File: src/rtl/pc_redirect_ctrl_pkg.sv
// ============================================================================
// Module : pc_redirect_ctrl_pkg
// Brief  : Shared state encodings and address defaults for the next-PC sequencer.
// Rev    : 1.0  initial release
// ============================================================================
`default_nettype none

package pc_redirect_ctrl_pkg;

  typedef enum logic [1:0] {
    ST_BOOT  = 2'b00,
    ST_RUN   = 2'b01,
    ST_HOLD  = 2'b10,
    ST_FLUSH = 2'b11
  } pc_state_t;

  localparam logic [31:0] C_RESET_PC   = 32'h0000_3000;
  localparam logic [31:0] C_EXC_VECTOR = 32'h0000_4180;
  localparam logic [31:0] C_IMEM_LO    = 32'h0000_3000;
  localparam logic [31:0] C_IMEM_HI    = 32'h0000_6ffc;

  function automatic logic [31:0] word_align(input logic [31:0] addr);
    return {addr[31:2], 2'b00};
  endfunction

endpackage

`default_nettype wire

File: src/rtl/pc_addr_check.sv
// ============================================================================
// Module : pc_addr_check
// Brief  : Flags a fetch address that is misaligned or outside instruction memory.
// Rev    : 1.0  initial release
// ============================================================================
`default_nettype none

module pc_addr_check #(
  parameter logic [31:0] IMEM_LO = 32'h0000_3000,
  parameter logic [31:0] IMEM_HI = 32'h0000_6ffc
) (
  input  logic        en,
  input  logic [31:0] pc,
  output logic        bad
);

  logic w_misaligned;
  logic w_out_of_range;

  assign w_misaligned   = (pc[1:0] != 2'b00);
  assign w_out_of_range = (pc < IMEM_LO) || (pc > IMEM_HI);
  assign bad            = en && (w_misaligned || w_out_of_range);

endmodule

`default_nettype wire

File: src/rtl/pc_redirect_ctrl.sv
// ============================================================================
// Module : pc_redirect_ctrl
// Brief  : Next-PC sequencer: exception / eret / branch / PC+4 arbitration with
//          stall-time redirect buffering and F/D flush generation.
//          Optional fetch-address check enabled by macro PC_ALIGN_CHECK_EN.
// Rev    : 1.0  initial release
// ============================================================================
`default_nettype none

module pc_redirect_ctrl
  import pc_redirect_ctrl_pkg::*;
#(
  parameter logic [31:0] RESET_PC   = C_RESET_PC,
  parameter logic [31:0] EXC_VECTOR = C_EXC_VECTOR,
  parameter logic [31:0] IMEM_LO    = C_IMEM_LO,
  parameter logic [31:0] IMEM_HI    = C_IMEM_HI
) (
  input  logic        clk,
  input  logic        reset,
  input  logic        stall,
  input  logic        exc_req,
  input  logic        eret,
  input  logic [31:0] epc,
  input  logic        br_valid,
  input  logic [31:0] br_target,
  input  logic [31:0] pc_cur,
  output logic [31:0] pc_next,
  output logic        pc_we,
  output logic        flush_fd,
  output logic        adel
);

  pc_state_t   state_q, state_d;
  logic [31:0] pend_addr_q, pend_addr_d;
  logic        pend_eret_q, pend_eret_d;
  logic        flush_fd_q;
  logic [31:0] w_eret_target;

  assign w_eret_target = word_align(epc);

  always_ff @(posedge clk or negedge reset) begin
    if (!reset) begin
      state_q     <= ST_BOOT;
      pend_addr_q <= 32'h0;
      pend_eret_q <= 1'b0;
      flush_fd_q  <= 1'b0;
    end else begin
      state_q     <= state_d;
      pend_addr_q <= pend_addr_d;
      pend_eret_q <= pend_eret_d;
      flush_fd_q  <= (state_d == ST_FLUSH);
    end
  end

  always_comb begin
    state_d     = state_q;
    pend_addr_d = pend_addr_q;
    pend_eret_d = pend_eret_q;
    pc_next     = pc_cur;
    pc_we       = 1'b0;

    case (state_q)
      ST_BOOT: begin
        pc_next = RESET_PC;
        pc_we   = 1'b1;
        state_d = ST_RUN;
      end

      ST_HOLD: begin
        if (exc_req) begin
          pc_next     = EXC_VECTOR;
          pc_we       = 1'b1;
          pend_addr_d = 32'h0;
          pend_eret_d = 1'b0;
          state_d     = ST_FLUSH;
        end else if (!stall) begin
          // First buffered redirect wins; anything decoded during the hold is dropped.
          pc_next     = pend_addr_q;
          pc_we       = 1'b1;
          pend_addr_d = 32'h0;
          pend_eret_d = 1'b0;
          state_d     = pend_eret_q ? ST_FLUSH : ST_RUN;
        end
      end

      default: begin
        state_d = ST_RUN;
        if (exc_req) begin
          pc_next = EXC_VECTOR;
          pc_we   = 1'b1;
          state_d = ST_FLUSH;
        end else if (eret && !stall) begin
          pc_next = w_eret_target;
          pc_we   = 1'b1;
          state_d = ST_FLUSH;
        end else if (br_valid && !stall) begin
          pc_next = br_target;
          pc_we   = 1'b1;
        end else if (stall && (eret || br_valid)) begin
          pend_addr_d = eret ? w_eret_target : br_target;
          pend_eret_d = eret;
          state_d     = ST_HOLD;
        end else if (!stall) begin
          pc_next = pc_cur + 32'd4;
          pc_we   = 1'b1;
        end
      end
    endcase
  end

  assign flush_fd = flush_fd_q;

`ifdef PC_ALIGN_CHECK_EN
  pc_addr_check #(
    .IMEM_LO (IMEM_LO),
    .IMEM_HI (IMEM_HI)
  ) u_addr_check (
    .en  (state_q != ST_BOOT),
    .pc  (pc_cur),
    .bad (adel)
  );
`else
  logic w_unused_cfg;
  assign w_unused_cfg = ^{IMEM_LO, IMEM_HI};
  assign adel         = 1'b0;
`endif

endmodule

`default_nettype wire

File: config.mk
export PLATFORM = sky130hd
export DESIGN_NAME = pc_redirect_ctrl
export DESIGN_NICKNAME = d
export VERILOG_FILES = /design/src/rtl/pc_redirect_ctrl_pkg.sv /design/src/rtl/pc_addr_check.sv /design/src/rtl/pc_redirect_ctrl.sv
export SDC_FILE = /design/constraint.sdc
export NUM_CORES = 1
export LEC_CHECK = 0
export CORE_ASPECT_RATIO = 1.25
export CORE_MARGIN = 2
export CORE_UTILIZATION = 46
export CTS_CLUSTER_DIAMETER = 60
export DETAILED_ROUTE_END_ITERATION = 10
export PLACE_DENSITY = 0.93
export SLEW_MARGIN = 20
export SYNTH_ARGS = -nofsm -noshare
export SYNTH_HDL_FRONTEND = slang
export SYNTH_SLANG_ARGS = --single-unit
File: constraint.sdc
create_clock -name clk -period 2.6 [get_ports clk]
set_input_delay 0.65 -clock clk [delete_from_list [all_inputs] [get_ports clk]]
set_output_delay 0.65 -clock clk [all_outputs]
set_load 0.01 [all_outputs]
==> summary.md, run 1 <==
| Metric | Value |
|---|---|
| Num rows | `36` |
| Largest family of logic cells by synthesized area | `compound AO/OA/AOI/OAI gates` |
| Syn Nets | `564` |
| Ys async rst share | `1.00` |
| Simple-gate share of the synthesized area | `0.257` |
| Cells after DPL | `748` |
| Synth Flop Type | `dfrtp_1` |
| # hold bufs at CTS | `0` |
| I/O pins | `around 140` |
| Mapped Area | `3690 µm²` |
| CTS root buffer | `clkbuf_8` |
| Clock Sinks | `36` |
| TritonCTS buffer count | `5` |
| Sequential area share after synthesis | `0.244` |
| Top-area cell type share of the netlist area | `0.244` |
| Post-synth EDFFs | `0` |
| Post-synthesis xor/xnor area fraction | `0.0450` |
| Worst endpoint type | `top-level output` |
| Stopping stage | `global routing` |
| GRT overflow | `3` |
| Port bufs | `133` |
| Initial core utilization | `0.474` |
| H-tree levels | `2` |
| Synth unique cells | `58` |
| Mux contribution to synthesized area | `0.122` |
| Total track usage | `0.688` |
| Synth Area in Adders | `0.00339` |
| DP Wirelength | `between 10 and 15 mm` |
| Yosys warning total | `0` |
| Pin count of the biggest net entering global routing | `37` |
| Gate Count Post-Synth | `461` |
| Compound-Gate Fraction of Synth Area | `0.262` |
| Gp weighted congestion | `0.956` |
| Die width | `84.2 µm` |
| Post-Syn Area per Cell | `about 8.0 µm²` |
| Synth top area cells | `dfrtp_1 24%, mux2i_1 9.5%, nand2_1 6.8%` |
| Clock Tree Buf Depth | `2` |
| Area leader, netlist | `dfrtp_1` |
| Grt repair worst endpoint | `pc_next[18]` |
| Status | `stopped before the end` |
| Chip Height | `roughly 100 µm` |
| Error | `[ERROR GRT-0232] Routing congestion too high. Check the congestion heatmap in the GUI.` |
| Flops & latches, synth | `36` |
| Post-place setup slack | `-1.03 ns` |
## routing by layer
layer | GRT overflow | GRT usage
met4 | 1 | 0.700
met3 | 0 | 0.488
met5 | 0 | 0.0606
met2 | 2 | 0.872
met1 | 0 | 0.699
## Yosys cell counts (all sizes together) (6+ instances only)
cell type / number
a222oi: 9
nand3: 11
o31ai: 19
a221o: 13
nand4: 8
o21ai: 31
and3: 7
dfrtp: 36
xnor2: 14
nand2: 69
a21oi: 15
buf: 29
o221ai: 14
nor2: 31
nor4: 10
nor2b: 9
nor3: 12
mux2i: 35
mux2: 9
o22ai: 9
a22oi: 6
clkbuf: 13
## metrics by stage
stage	utilization	hold slack (ns)	TNS (ns)	cell area, µm²
floorplan	-	0.354	0	3690
global placement	0.737	0.453	-27.08	5740
detailed placement	0.737	0.462	-30.18	5740
CTS	0.826	0.480	-1.60	6440
## timing repair
item	in CTS
gates cloned	2
endpoints found under the setup margin	33
pin swaps	71
resized for setup	335
setup buffers	36
## kinds of logic after synthesis
kind of cell    count (synthesis)
mux                            44
other cells                     1
flops                          36
buf+inv                        47
xor+xnor                       19
simple gates                  179
compound gates                134
fa+ha+maj                       1
==> run 2: changes to the inputs <==
Settings changed: CORE_ASPECT_RATIO 1.25 to default, CORE_UTILIZATION 46 to 40, CTS_CLUSTER_DIAMETER 60 to default, PLACE_DENSITY 0.93 to default, PLACE_DENSITY_LB_ADDON from default to 0.15.
==> run 2 against run 1 <==
Net effect:
- the flow now finishes, with violations (setup timing)
- synthesized cell count unchanged
- area after synthesis unchanged
==> summary.md, run 2 <==
| Metric | Value |
|---|---|
| Port bufs | `133 (unchanged)` |
| First-pass detailed-route iteration total | `5` |
| Cells after DPL | `767 (was 748)` |
| Core area | `9110 µm²` |
| Regs by FF count | `pend_addr_q x32, state_q x2` |
| Status | `complete, but fails checks (was stopped before the end)` |
| Area grow syn2layout | `73.9%` |
| Reg2Reg Depth | `8` |
| Post-Syn Area per Cell | `8.01 µm² (unchanged)` |
| Final hold vios | `0` |
| CP Launch Type | `input pin` |
| Worst-path cell chain | `buf_12 > and4b_2 > buf_12 > nand2_4 > or3_1 > a21oi_1 > o221ai_1 > buf_2` |
| Crit path capture type | `output port` |
| Total track usage | `0.311` |
| Initial core utilization | `0.406 (was 0.474)` |
| CP required | `1.95 ns` |
| Layout cell share with drive strength beyond 1 | `0.390` |
| CTS root buffer | `clkbuf_8 (unchanged)` |
| Slowest CP cell | `or3_1` |
| Num rows | `35 (was 36)` |
| Comb power frac | `0.463` |
| Clock share of power | `0.193` |
| # DRC | `0` |
| Max incr delay on CP | `~0.37 ns` |
| Nets | `795` |
| Antenna violations before repair | `0` |
| Pin count of the biggest net entering global routing | `37` |
| Arr. time, crit path | `2.17 ns` |
| Layout fillers | `about 740` |
| Worst-path fanout max | `6` |
| Crit Path Category | `in2out` |
| Sequential area share after synthesis | `0.244 (unchanged)` |
| Synth cell count leaders | `67 x nand2_1, 36 x dfrtp_1, 35 x mux2i_1 (unchanged)` |
| Chip Height | `100 µm (was 104 µm)` |
| Period utilisation layout | `1.08` |
| Max reg flops | `32` |
| Clock transition at path regs | `0.07 ns` |
| Yosys warning total | `0 (unchanged)` |
| Failing checks | `setup timing` |
| Post-route insts no fill | `about 800` |
| DP Wirelength | `11.3 mm (was 12.2 mm)` |
| Flops & latches, synth | `36 (unchanged)` |
| Actual slew at the worst max-slew pin | `0.991 ns` |
| Fmax | `0.355 GHz` |
| Hold Path Class | `reg2reg` |
| Synth top area cells | `dfrtp_1 24%, mux2i_1 9.5%, nand2_1 6.8% (unchanged)` |
| Hold Slack | `0.476 ns` |
| Top reg by flops | `pend_addr_q` |
| Worst reg2reg setup slack | `0.68 ns` |
| CP bufs+invs | `3` |
| Multi-input gate area | `2960 µm²` |
| CTS tree | `built` |
| Reg2reg start | `state_q[0]` |
| Reg power frac | `0.344` |
| Period minus WS final | `2.82 ns` |
| Worst Skew | `~0.0097 ns` |
| Via density | `slightly above 6` |
| PwrDens | `334 nW/µm²` |
| Fin. max-slew vios | `0` |
| Clock Sinks | `36 (unchanged)` |
| Synth unique cells | `58 (unchanged)` |
| WHS Endpoint | `pend_addr_q[14]` |
| Mapped Area | `3690 µm² (unchanged)` |
| First-pass GRT wire length | `about 25 mm` |
| HP Start | `pend_addr_q[14]` |
| Internal power | `around 0.0014 W` |
| Post-synth EDFFs | `0 (unchanged)` |
| P_sw | `around 0.00077 W` |
| N_diodes | `0` |
| Max cap viols | `0` |
| Most frequent cells in the layout | `103 x buf_4, 66 x clkdlybuf4s50_1, 59 x nand2_1, 37 x buf_2, 36 x dfrtp_1` |
| TritonCTS buffer count | `5 (unchanged)` |
| RSZ-0062 raised after global routing | `true` |
| WL/cell | `20.3 µm` |
| Worst R2R End | `pend_addr_q[20]` |
| Family with the most delay on the worst path | `simple AND/OR/NAND/NOR gates` |
| Clock Tree Buf Depth | `2 (unchanged)` |
| Top-area cell type share of the netlist area | `0.244 (unchanged)` |
| Die width | `100 µm (was 84.2 µm)` |
| Peak supply drop | `0.241 mV` |
| Antenna Nets Post-Route | `0` |
| Final WL | `16.3 mm` |
| Sequential cell area | `between 900 and 1000 µm²` |
| Leakage | `~2.9 nW` |
| Ys async rst share | `1.00 (unchanged)` |
| H-tree levels | `2 (unchanged)` |
| CP most frequent cell | `buf_12` |
| Final setup margin | `-0.216 ns` |
| Via Count | `a little under 5000` |
| Clock Latency Late Sink | `~0.3 ns` |
| Switching part of the total power | `0.360` |
| Vias in the first global route | `4941` |
| DIE AREA | `between 10000 and 15000 µm²` |
| Gate Count Post-Synth | `461 (unchanged)` |
| GRT overflow | `0` |
| Initial drt markers | `395` |
| Cell with the most instances after synthesis | `nand2_1 (unchanged)` |
| Hold path depth | `2` |
| Synth Flop Type | `dfrtp_1 (unchanged)` |
| Area leader, netlist | `dfrtp_1 (unchanged)` |
| Gp weighted congestion | `0.932 (was 0.956)` |
| I/O pins | `137 (unchanged)` |
| Slew HR | `0.339` |
| Util after Layout | `0.705` |
| Syn Nets | `564 (unchanged)` |
| Leading cell type in the layout, fill and taps excluded | `buf_4` |
| Endpoints failing setup | `19` |
-- run 2: cells by family (layout without fill, tap and decap cells) --
logic type               Yosys count  count (layout)  share of synthesized area
AO/OA/AOI/OAI                    134             134                      0.262
XOR/XNOR                          19              19                     0.0450
AND/OR/NAND/NOR                  179             180                      0.257
other                              1               1                    0.00101
buffers and inverters             47             277                     0.0650
adder cells (fa/ha/maj)            1               1                    0.00339
multiplexers                      44              44                      0.122
flip-flops                        36              36                      0.244
-- run 2: worst reg2reg max path: cells and delay by family, from the launching register on --
kind	cells	cell delay, ns
AND/OR/NAND/NOR	4	0.41
flip-flops	1	0.41
buffers and inverters	3	0.72
AO/OA/AOI/OAI	1	0.28
-- run 2: timing repair --
action / 4_1_cts / 5_1_grt
hold buffers: 0 / 0
gates resized for setup: 302 / 61
pin swaps: 58 / 38
endpoints found under the setup margin: 33 / 32
gates cloned: 2 / 0
endpoints found under the hold margin: 0 / 0
buffers inserted: 21 / 7
-- run 2: cell type report --
cell class / count / area share
Clock buffer: 6 / 0.0113
Clock inverter: 1 / 0.000779
Inverter: 5 / 0.00292
Multi-Input combinational cell: 379 / 0.461
Sequential cell: 36 / 0.140
Tap cell: 111 / 0.0216
Timing Repair Buffer: 265 / 0.362
-- run 2: how the worst max path moves through the flow --
stage | endpoint | cells past startpoint | from | slack (ns)
CTS | pc_next[16] | 10 | stall | -0.18
floorplan | pc_next[29] | 7 | pc_cur[9] | 0.04
global route | pc_next[21] | 9 | stall | -0.25
global placement | pc_next[14] | 8 | pc_cur[3] | -1.04
finish | pc_next[29] | 8 | stall | -0.22
detailed placement | pc_next[30] | 9 | pc_cur[3] | -1.06
-- run 2: metal layers --
metal	up-vias	wire length, µm	track usage
met4	0	512	0.129
met2	241	7750	0.528
li1	2211	-	-
met5	-	0	0
met3	57	1120	0.0487
met1	2343	6890	0.396
-- run 2: metrics by stage --
stage / area [µm²] / setup WS, ns / power [W] / TNS (ns)
after floorplan: 3690 / 0.0445 / 0.00117 / 0
after global routing: 6420 / -0.250 / 0.00226 / -2.80
after global placement: 5750 / -1.04 / 0.00167 / -33.79
after detailed placement: 5750 / -1.06 / 0.00169 / -36.73
after CTS: 6200 / -0.181 / 0.00210 / -1.75
final: 6420 / -0.216 / 0.00215 / -1.52
-- run 2: power groups by stage --
stage | logic [W] | clock network [W] | registers [W]
floorplan | 0.000446 | 0 | 0.000724
global placement | 0.000929 | 0 | 0.000737
detailed placement | 0.000944 | 0 | 0.000742
CTS | 0.000950 | 0.000417 | 0.000733
global route | 0.00107 | 0.000441 | 0.000749
finish | 0.000995 | 0.000414 | 0.000738
No activity file was read; power rests on OpenSTA's default activity.
==> run 3: changes to the inputs <==
Clock period 2.6 ns to 3.6 ns, I/O delays scaled along.
==> run 3 against run 2 <==
Net effect:
- the flow now finishes without violations
- combinational power shrank 34%
- utilization shrank 5.0 points
- die area is the same
- flip-flop and latch count is the same
- sequential share of layout area grew 1.1 points
- worst setup slack gained 0.27 ns
- cell area shrank 7.1%
- clock power shrank 30%
- wire length shrank 9.4%
- critical path type unchanged
- largest cell class unchanged
- highest routed layer unchanged
==> summary.md, run 3 (synthesis gave the netlist of run 2 again) <==
| Metric | Value |
|---|---|
| Status | `finished clean (was complete, but fails checks)` |
| # DRC | `0 (unchanged)` |
| Gp weighted congestion | `0.955 (was 0.932)` |
| Nets | `773 (was 795)` |
| DIE AREA | `10000 µm² (unchanged)` |
| GRT overflow | `0 (unchanged)` |
| Leading cell type in the layout, fill and taps excluded | `buf_4 (unchanged)` |
| Crit path capture type | `output port (unchanged)` |
| Regs by FF count | `pend_addr_q x32, state_q x2 (unchanged)` |
| Top reg by flops | `pend_addr_q (unchanged)` |
| Max incr delay on CP | `0.28 ns (was 0.37 ns)` |
| Layout cell share with drive strength beyond 1 | `0.282 (was 0.390)` |
| First-pass detailed-route iteration total | `5 (unchanged)` |
| H-tree levels | `2 (unchanged)` |
| Reg power frac | `0.358 (was 0.344)` |
| Fin. max-slew vios | `0 (unchanged)` |
| Endpoints failing setup | `0 (was 19)` |
| Worst Skew | `0.00787 ns (was 0.00968 ns)` |
| Peak supply drop | `0.157 mV (was 0.241 mV)` |
| Clock Tree Buf Depth | `2 (unchanged)` |
| Antenna Nets Post-Route | `0 (unchanged)` |
| Most frequent cells in the layout | `102 x buf_4, 78 x clkdlybuf4s50_1, 66 x nand2_1, 36 x dfrtp_1, 35 x mux2i_1 (was 103 x buf_4, 66 x clkdlybuf4s50_1, 59 x nand2_1, 37 x buf_2, 36 x dfrtp_1)` |
| First-pass GRT wire length | `23.2 mm (was 24.5 mm)` |
| CTS tree | `built (unchanged)` |
| Clock Sinks | `36 (unchanged)` |
| Slowest CP cell | `dlygate4sd2_1 (was or3_1)` |
| Leakage | `2.69 nW (was 2.92 nW)` |
| Worst-path cell chain | `dlygate4sd2_1 > buf_4 > nand4_1 > buf_4 > nor4_2 > buf_4 > nand2_1 > xor2_1 > o21ai_1 > dlygate4sd2_1 (was buf_12 > and4b_2 > buf_12 > nand2_4 > or3_1 > a21oi_1 > o221ai_1 > buf_2)` |
| Post-route cell area | `5970 µm² (was 6420 µm²)` |
| N_diodes | `0 (unchanged)` |
| Hold Path Class | `reg2reg (unchanged)` |
| RSZ-0062 raised after global routing | `false (was true)` |
| Final setup margin | `0.0532 ns (was -0.216 ns)` |
| Pin count of the biggest net entering global routing | `37 (unchanged)` |
| CP Launch Type | `input pin (unchanged)` |
| P_sw | `0.000521 W (was 0.000773 W)` |
| DP Wirelength | `10.9 mm (was 11.3 mm)` |
| Die width | `100 µm (unchanged)` |
| Period utilisation layout | `0.985` |
| Fmax | `between 0.2 and 0.3 GHz` |
| Area grow syn2layout | `61.5% (was 73.9%)` |
| Clock Latency Late Sink | `0.29 ns (was 0.30 ns)` |
| Arr. time, crit path | `2.65 ns (was 2.17 ns)` |
| Switching part of the total power | `0.352 (was 0.360)` |
| Family with the most delay on the worst path | `buffers and inverters (was simple AND/OR/NAND/NOR gates)` |
| Initial drt markers | `418 (was 395)` |
| Port bufs | `133 (unchanged)` |
| Util after Layout | `0.655 (was 0.705)` |
| Worst-path fanout max | `4 (was 6)` |
| Setup TNS | `0 ns (was -1.52 ns)` |
| Via Count | `4620 (was 4852)` |
| TritonCTS buffer count | `5 (unchanged)` |
| Post-place setup slack | `-0.569 ns (was -1.06 ns)` |
| Max cap viols | `0 (unchanged)` |
| PwrDens | `248 nW/µm² (was 334 nW/µm²)` |
| Vias in the first global route | `4620 (was 4941)` |
| Internal power | `0.000961 W (was 0.00137 W)` |
| Clock share of power | `0.196 (was 0.193)` |
| Layout fillers | `806 (was 738)` |
| CP required | `2.70 ns (was 1.95 ns)` |
| Chip Height | `100 µm (unchanged)` |
| Num rows | `35 (unchanged)` |
| Initial core utilization | `0.406 (unchanged)` |
| Period minus WS final | `3.55 ns` |
| Max reg flops | `32 (unchanged)` |
| Core area | `9110 µm² (unchanged)` |
| CP most frequent cell | `buf_4 (was buf_12)` |
| Total power | `0.00148 W (was 0.00215 W)` |
| Final WL | `14.7 mm (was 16.3 mm)` |
| Post-DP Area | `5670 µm² (was 5750 µm²)` |
| CP bufs+invs | `5 (was 3)` |
| Via density | `5.92 (was 6.04)` |
| Final hold vios | `0 (unchanged)` |
| I/O pins | `137 (unchanged)` |
| Comb power frac | `0.446 (was 0.463)` |
| Actual slew at the worst max-slew pin | `0.930 ns (was 0.991 ns)` |
| Total track usage | `0.291 (was 0.311)` |
| WL/cell | `18.9 µm (was 20.3 µm)` |
| Crit Path Category | `in2out (unchanged)` |
| Clock transition at path regs | `0.07 ns (about the same)` |
| Slew HR | `0.380 (was 0.339)` |
| Antenna violations before repair | `0 (unchanged)` |
| CTS root buffer | `clkbuf_8 (unchanged)` |
## run 3: area by class of cell
cell class,count,area [µm²],share of cell area
Timing Repair Buffer,244,2100,0.352
Inverter,5,18.8,0.00315
Clock inverter,1,5.00,0.000839
Multi-Input combinational cell,378,2730,0.457
Sequential cell,36,901,0.151
Clock buffer,6,72.6,0.0122
Tap cell,111,139,0.0233
## run 3: power by group through the flow
stage,logic [W],registers [W],clock network [W]
2_1_floorplan,0.000322,0.000523,0
3_3_place_gp,0.000657,0.000534,0
3_5_place_dp,0.000668,0.000537,0
4_1_cts,0.000653,0.000529,0.000295
5_1_grt,0.000716,0.000537,0.000309
6_report,0.000661,0.000530,0.000290
## run 3: timing repair
action                                  in CTS  in global routing
gates cloned                                 0                  1
hold buffers                                 0                  0
buffers inserted                            11                  5
gates resized for setup                    105                 33
pin swaps                                   17                 12
endpoints found under the setup margin      33                 23
## run 3: layer usage
metal  GRT usage  share of wire  vias to the layer above
met5           0              0                        -
met4      0.0896          0.020                        0
met3      0.0327          0.072                       23
met2       0.482           0.47                      217
met1       0.399           0.44                     2208
li1            -              -                     2172
## run 3: tightest hold or removal path, delay by kind of cell (launching register included)
kind	cells	cell delay (ns)
DFF	1	0.34
AOI/OAI and AO/OA	1	0.06
and+or+nand+nor	1	0.05
## run 3: worst paths after layout
check | depth (start not counted) | to | slack, ns | startpoint
min in group asynchronous | 1 | pend_addr_q[8] | 0.73 | reset
worst max register to register | 5 | pend_addr_q[22] | 1.25 | state_q[0]
worst min register to register | 2 | pend_addr_q[14] | 0.48 | pend_addr_q[14]
max in group asynchronous | 1 | pend_addr_q[15] | 2.28 | reset
worst max-delay path | 10 | pc_next[19] | 0.05 | pc_cur[10]
worst min-delay path | 2 | pend_addr_q[14] | 0.48 | pend_addr_q[14]
## run 3: stage by stage
| stage | std cells | hold slack [ns] |
|---|---|---|
| CTS | 775 | 0.482 |
| detailed placement | 757 | 0.465 |
| finish | 781 | 0.478 |
| global route | 781 | 0.511 |
| global placement | 757 | 0.457 |
| floorplan | 461 | 0.441 |
